<file path="src/rtl/ctrl_pkg.sv">
// Shared encodings for the multicycle controller: FSM states, opcode classes
// and the dataPath mux/ALU codes it drives.
package ctrl_pkg;

  typedef enum logic [2:0] {
    S_FETCH  = 3'd0,
    S_DECODE = 3'd1,
    S_EXEC   = 3'd2,
    S_MEM    = 3'd3,
    S_WB     = 3'd4,
    S_HALT   = 3'd5
  } state_e;

  localparam logic [2:0] OP_ALU  = 3'b000;
  localparam logic [2:0] OP_ALUI = 3'b001;
  localparam logic [2:0] OP_SHR  = 3'b010;
  localparam logic [2:0] OP_MEM  = 3'b011;
  localparam logic [2:0] OP_BR   = 3'b100;
  localparam logic [2:0] OP_JMP  = 3'b101;
  localparam logic [2:0] OP_HALT = 3'b110;
  localparam logic [2:0] OP_NOP  = 3'b111;

  localparam logic [1:0] PCSRC_INC = 2'b00;
  localparam logic [1:0] PCSRC_BR  = 2'b01;
  localparam logic [1:0] PCSRC_JMP = 2'b10;

  localparam logic [1:0] WD_ALU = 2'b00;
  localparam logic [1:0] WD_SHR = 2'b01;
  localparam logic [1:0] WD_MEM = 2'b10;

  localparam logic [2:0] ALU_ADD = 3'b000;

endpackage

</file>
<file path="src/rtl/branch_cond.sv">
// Branch condition select: 00 Z, 01 !Z, 10 C, 11 !C.
module branch_cond (
  input  logic [1:0] func_i,
  input  logic       C_i,
  input  logic       Z_i,
  output logic       taken_o
);

  always_comb begin
    case (func_i)
      2'b00:   taken_o = Z_i;
      2'b01:   taken_o = !Z_i;
      2'b10:   taken_o = C_i;
      default: taken_o = !C_i;
    endcase
  end

endmodule

</file>
<file path="src/rtl/multicycle_controller.sv">
// Multicycle control FSM for dataPath: FETCH/DECODE/EXEC/MEM/WB/HALT with a
// retired-instruction counter. Outputs decode combinationally from state.
module multicycle_controller
  import ctrl_pkg::*;
#(
  parameter int OPW   = 3,
  parameter int FW    = 3,
  parameter int CNT_W = 16
) (
  input  logic             clk,
  input  logic             rst,
  input  logic [OPW-1:0]   opcode,
  input  logic [FW-1:0]    func,
  input  logic             C,
  input  logic             Z,
  input  logic             memReady,
  output logic             pcEn,
  output logic             irWrite,
  output logic [1:0]       pcSrc,
  output logic             CEn,
  output logic             ZEn,
  output logic             regWrite,
  output logic             regFileReadRegister2Select,
  output logic             ALUBInputSelect,
  output logic [2:0]       ALUOperation,
  output logic [1:0]       regFileWriteDataSelect,
  output logic [1:0]       SHROOperation,
  output logic             DMMemWrite,
  output logic             DMMemRead,
  output logic             halted,
  output logic [CNT_W-1:0] instrCount
);

  state_e           state_q, state_d;
  logic [CNT_W-1:0] cnt_q;
  logic [2:0]       op;
  logic             taken, retire;
  logic             pc_en, ir_wr, c_en, z_en, reg_wr, rs2_sel, alub_sel;
  logic             mem_wr, mem_rd, halt_st;
  logic [1:0]       pc_src, wd_sel, shro_op;
  logic [2:0]       alu_op;

  assign op = 3'(opcode);

  branch_cond u_branch_cond (
    .func_i  (func[1:0]),
    .C_i     (C),
    .Z_i     (Z),
    .taken_o (taken)
  );

  always_comb begin
    state_d  = state_q;
    retire   = 1'b0;
    pc_en    = 1'b0;
    ir_wr    = 1'b0;
    pc_src   = PCSRC_INC;
    c_en     = 1'b0;
    z_en     = 1'b0;
    reg_wr   = 1'b0;
    rs2_sel  = 1'b0;
    alub_sel = 1'b0;
    alu_op   = '0;
    wd_sel   = WD_ALU;
    shro_op  = '0;
    mem_wr   = 1'b0;
    mem_rd   = 1'b0;
    halt_st  = 1'b0;
    case (state_q)
      S_FETCH: begin
        pc_en   = 1'b1;
        ir_wr   = 1'b1;
        state_d = S_DECODE;
      end
      S_DECODE: begin
        if (op == OP_NOP) begin
          retire  = 1'b1;
          state_d = S_FETCH;
        end else if (op == OP_HALT) begin
          state_d = S_HALT;
        end else begin
          state_d = S_EXEC;
        end
      end
      S_EXEC: begin
        state_d = S_FETCH;
        case (op)
          OP_ALU, OP_ALUI: begin
            alu_op   = 3'(func);
            alub_sel = (op == OP_ALUI);
            rs2_sel  = 1'b1;
            reg_wr   = 1'b1;
            wd_sel   = WD_ALU;
            c_en     = 1'b1;
            z_en     = 1'b1;
            retire   = 1'b1;
          end
          OP_SHR: begin
            shro_op = func[1:0];
            reg_wr  = 1'b1;
            wd_sel  = WD_SHR;
            c_en    = 1'b1;
            z_en    = 1'b1;
            retire  = 1'b1;
          end
          OP_MEM: begin
            alu_op   = ALU_ADD;
            alub_sel = 1'b1;
            state_d  = S_MEM;
          end
          OP_BR: begin
            pc_en  = taken;
            pc_src = PCSRC_BR;
            retire = 1'b1;
          end
          OP_JMP: begin
            pc_en  = 1'b1;
            pc_src = PCSRC_JMP;
            retire = 1'b1;
          end
          default: ;
        endcase
      end
      S_MEM: begin
        // Address path stays as set up in EXEC until memory answers.
        alu_op   = ALU_ADD;
        alub_sel = 1'b1;
        mem_wr   = func[0];
        mem_rd   = !func[0];
        if (memReady) begin
          if (func[0]) begin
            retire  = 1'b1;
            state_d = S_FETCH;
          end else begin
            state_d = S_WB;
          end
        end
      end
      S_WB: begin
        reg_wr  = 1'b1;
        wd_sel  = WD_MEM;
        retire  = 1'b1;
        state_d = S_FETCH;
      end
      S_HALT:  halt_st = 1'b1;
      default: state_d = S_FETCH;
    endcase
  end

  always_ff @(posedge clk or negedge rst) begin
    if (!rst) begin
      state_q <= S_FETCH;
      cnt_q   <= '0;
    end else begin
      state_q <= state_d;
      if (retire) cnt_q <= cnt_q + CNT_W'(1);
    end
  end

  // Reset state is FETCH, so gate everything with rst to keep strobes low.
  assign pcEn                       = pc_en & rst;
  assign irWrite                    = ir_wr & rst;
  assign pcSrc                      = rst ? pc_src : '0;
  assign CEn                        = c_en & rst;
  assign ZEn                        = z_en & rst;
  assign regWrite                   = reg_wr & rst;
  assign regFileReadRegister2Select = rs2_sel & rst;
  assign ALUBInputSelect            = alub_sel & rst;
  assign ALUOperation               = rst ? alu_op : '0;
  assign regFileWriteDataSelect     = rst ? wd_sel : '0;
  assign SHROOperation              = rst ? shro_op : '0;
  assign DMMemWrite                 = mem_wr & rst;
  assign DMMemRead                  = mem_rd & rst;
  assign halted                     = halt_st & rst;
  assign instrCount                 = cnt_q;

endmodule

</file>
<file path="config.mk">
export PLATFORM = sky130hd
export DESIGN_NAME = multicycle_controller
export DESIGN_NICKNAME = d
export VERILOG_FILES = /design/src/rtl/ctrl_pkg.sv /design/src/rtl/branch_cond.sv /design/src/rtl/multicycle_controller.sv
export SDC_FILE = /design/constraint.sdc
export NUM_CORES = 1
export LEC_CHECK = 0
export CAP_MARGIN = 20
export CORE_MARGIN = 5
export CORE_UTILIZATION = 48
export CTS_CLUSTER_DIAMETER = 30
export DETAILED_ROUTE_END_ITERATION = 10
export GPL_TIMING_DRIVEN = 0
export PLACE_DENSITY_LB_ADDON = 0.25
export SLEW_MARGIN = 20
export SYNTH_ARGS = -nofsm -noshare
export SYNTH_HDL_FRONTEND = slang
export SYNTH_SLANG_ARGS = --single-unit
</file>
<file path="constraint.sdc">
create_clock -name clk -period 4.7 [get_ports clk]
set_clock_uncertainty 0.15 [all_clocks]
set_input_delay 0.705 -clock clk [delete_from_list [all_inputs] [get_ports clk]]
set_output_delay 0.705 -clock clk [all_outputs]
set_load 0.01 [all_outputs]
</file>
==> impl_summary.log <==
[metrics] run status: completed
[metrics] reported max-cap violation count: 0
[metrics] Setup Fix Bufs, Post-CTS: 0
[metrics] Final #Nets: 197
[metrics] EDFF count, synth: 0
[metrics] sum of negative setup slack: 0 ps
[metrics] area taken by flip-flops and latches: 475.5 sq um
[metrics] slew margin rel.: 37.50%
[metrics] CP Buf/Inv Count: 2
[metrics] Post-CTS Hold Buffers: 0
[metrics] average routed wire per standard cell: 15.98 um
[metrics] Post-Route Utilization: 70.73%
[metrics] first-pass GRT wire length: 5.664 mm
[metrics] ordered list of cells on the worst path: clkdlybuf4s50_1, nand2b_1, or3_1, nor3b_2, and2_1, clkdlybuf4s50_1
[metrics] kind of critical path: input pin to output port
[metrics] Max Clock Freq: 233.6 MHz
[metrics] largest cells by area after synthesis: dfrtp_1 (37%), xnor2_1 (6.8%), xor2_1 (4.1%), and2_1 (3.4%), o2111ai_1 (3.4%)
[metrics] number of register bits inferred by synthesis: 19
[metrics] mean area per synthesized cell: 9.412 sq um
[metrics] largest stage delay on the critical path: 1080 ps
[metrics] starting density of the core: 50.74%
[metrics] Yosys top cell area share: 37.15%
[metrics] DR vias/cell: 5.766
[metrics] vertical extent of the die: 61.64 um
[metrics] arrival time at the worst endpoint: 3430 ps
[metrics] vias post-DR: 1,234
[metrics] Synthesized Nets: 148
[metrics] final hold slack: 323.1 ps
[metrics] Period Utilization, post-route: 91.08%
[metrics] Std-Cell Core Area: 0.002522 sq mm
[metrics] htree depth: 1
[metrics] number of diodes: 0
[metrics] worst-case vdd ir drop: 0.2690 mV
[metrics] net switching power of the design: 0.0002721 W
[metrics] total instance count after detailed placement: 210
[metrics] predominant post-synthesis flop cell: dfrtp_1
[metrics] vias in the first global route: 1,234
[metrics] setup repair after global routing missed its margin: false
[metrics] number of max-slew violations in the final report: 0
[metrics] sequential-to-total area share from yosys stat: 37.15%
[metrics] Reg power frac: 36.4%
[metrics] cell with the biggest individual delay on the critical path: clkdlybuf4s50_1
[metrics] largest area contributor in the netlist: dfrtp_1
[metrics] CTS tree: done
[metrics] combined area of the multi-input logic cells: 744.5 sq um
[metrics] number of remaining DRC errors: 0
[metrics] Clk pin slew, worst setup/hold paths: 110 ps
[metrics] number of warnings reported in the yosys synthesis log: 0
[metrics] synthesized instance count: 136
[metrics] Critical Path Source Type: input pin
[metrics] CP max FO: 22
[metrics] Detail Route Antenna Nets: 0
[metrics] floorplan die area: 0.003799 sq mm
[metrics] Post-Route WL: 3.419 mm
[metrics] required time worst endpoint: 3850 ps
[metrics] final estimated routing congestion in global placement: 0.8601
[metrics] total routing resource utilization after global routing: 19.90%
[metrics] most numerous cell on the critical path: clkdlybuf4s50_1
[metrics] number of DRC violations after detailed-routing iteration 0: 35
[metrics] post-layout min period: 4281 ps
[metrics] number of failing setup endpoints in the final timing report: 0
[metrics] PD cells: 369.9 mW/mm^2
[metrics] IO Count: 46
[metrics] Worst-Margin Slew: 934.6 ps
[metrics] CTS root buffer: clkbuf_4
[metrics] Inserted Clock Buffers: 3
[metrics] fraction of power consumed by the clock network: 12.5%
[metrics] net switching fraction of the power: 41.23%
[metrics] antenna violations before repair: 0
[metrics] buffer levels on the longest clock path: 2
[metrics] Top Family by Delay on Critical Path: buffers and inverters
[metrics] final hold violation count: 0
[metrics] Netlist cell types: 45
[metrics] largest net degree at the start of global routing: 23
[metrics] fill cell count: 217
[metrics] fraction of layout instances using a drive strength above 1: 8.696%
[metrics] post-route non-filler standard cell count: 214
[metrics] part of the total power dissipated in combinational logic: 51.1%
[metrics] total of cells resized after clock tree synthesis: 0
[metrics] kind of end point of the critical path: output port
[metrics] Cell Area, Synth: 0.001280 sq mm
[metrics] site row count: 18
[metrics] area overhead of the layout relative to synthesis: 39.39%
[metrics] Async SR Flop Fraction: 100.0%
[metrics] Skew-Pair Late Insertion Delay: 300 ps
[metrics] total internal power: 0.0003878 W
[metrics] total of buffers placed on input and output ports: 44
[metrics] die width: 61.64 um
[metrics] total congestion overflow: 0
[metrics] Pre-antenna DRT Iters: 4
[metrics] number of sinks on the clock net: 19
[metrics] path category of the worst min-delay check: flop to flop
[metrics] reported leakage power: 0.7483 nW
[metrics] HPWL after detailed placement: 2.584 mm
[routing by layer]
layer  global-route usage [%]  vias up  routed length (um)
li1                         -      595                   -
met1                    25.39      590                1451
met2                    32.59       42                1739
met3                    5.031        7                 187
met4                    6.970        0                  40
met5                        0        -                   0
[final cells by class]
| class | instances | share of cell area [%] |
|---|---|---|
| Multi-Input combinational cell | 104 | 41.73 |
| Sequential cell | 19 | 26.65 |
| Tap cell | 30 | 2.104 |
| Inverter | 4 | 0.8415 |
| Clock buffer | 4 | 1.473 |
| Timing Repair Buffer | 44 | 24.68 |
| Buffer | 9 | 2.525 |
[synth_stat cells, types with 2 or more instances]
cell	count
a2111oi_2	2
a21oi_1	7
and2_1	7
and3_1	2
and4_1	3
buf_2	3
buf_4	2
clkbuf_1	4
dfrtp_1	19
inv_1	4
nand2_1	5
nand2b_1	4
nand3_1	2
nand4_1	4
nor2_1	11
nor3_1	4
nor3b_1	3
o2111a_1	2
o2111ai_1	5
o21ai_0	4
xnor2_1	10
xor2_1	6
[placed cells by master, fill, tap and decap left out, types with 2 or more instances in the layout]
| cell | count |
|---|---|
| nand4_1 | 4 |
| and2_1 | 7 |
| xor2_1 | 6 |
| nor3b_1 | 3 |
| dfrtp_1 | 19 |
| clkbuf_4 | 3 |
| nor2_1 | 11 |
| and3_1 | 2 |
| xnor2_1 | 10 |
| o2111ai_1 | 5 |
| nor3_1 | 4 |
| clkbuf_1 | 5 |
| buf_4 | 2 |
| nand2b_1 | 4 |
| o2111a_1 | 2 |
| a21oi_1 | 7 |
| and4_1 | 3 |
| a2111oi_2 | 2 |
| clkdlybuf4s50_1 | 44 |
| inv_1 | 4 |
| o21ai_0 | 4 |
| nand2_1 | 5 |
| buf_2 | 3 |
| nand3_1 | 2 |
[path summary, 6_finish.rpt]
| kind | start | endpoint | slack, ps | cells after the start |
|---|---|---|---|---|
| worst max-delay path | rst | SHROOperation[1] | 420 | 6 |
| worst min-delay path | instrCount[15] | instrCount[15] | 320 | 1 |
| worst max register to register | state_q[1] | instrCount[1] | 2790 | 5 |
| worst min register to register | instrCount[15] | instrCount[15] | 320 | 1 |
| max in group asynchronous | rst | instrCount[1] | 3060 | 1 |
| min in group asynchronous | rst | state_q[0] | 760 | 1 |
[cell families after synthesis]
| logic type | Yosys count | synth area share [%] |
|---|---|---|
| AOI/OAI and AO/OA | 31 | 18.77 |
| adders and majority gates | 1 | 0.9774 |
| DFF | 19 | 37.15 |
| and+or+nand+nor | 54 | 25.81 |
| muxes | 2 | 1.662 |
| xor gates and xnor gates | 16 | 10.95 |
| buffers and inverters | 13 | 4.691 |
[sequential cells by signal, summed over array words and instances, names as in the netlist]
signal      count
instrCount     16
state_q         3
[power by group through the flow]
stage          Sequential [W]  Clock (W)  Combinational, W
6_report             0.000240  0.0000823          0.000337
5_1_grt              0.000247  0.0000960          0.000373
4_1_cts              0.000239  0.0000875          0.000338
3_5_place_dp         0.000241          0          0.000337
3_3_place_gp         0.000238          0          0.000326
2_1_floorplan        0.000241          0          0.000198
[worst register-to-register path: cells and delay by family (launching register included)]
kind                   cells  cell delay (ps)
flip-flops                 1              460
multiplexers               1              340
AND/OR/NAND/NOR            2              330
buffers and inverters      1              290
AO/OA/AOI/OAI              1              230
[metrics by stage]
step	power, W	setup WS [ps]	area [sq um]
after floorplan	0.0004393	2186	1280
after global placement	0.0005644	416.6	1758
after detailed placement	0.0005782	350.7	1758
after CTS	0.0006645	352.1	1784
after global routing	0.0007162	95.18	1784
final	0.0006599	419.1	1784
(Power assumes the default switching activity.)
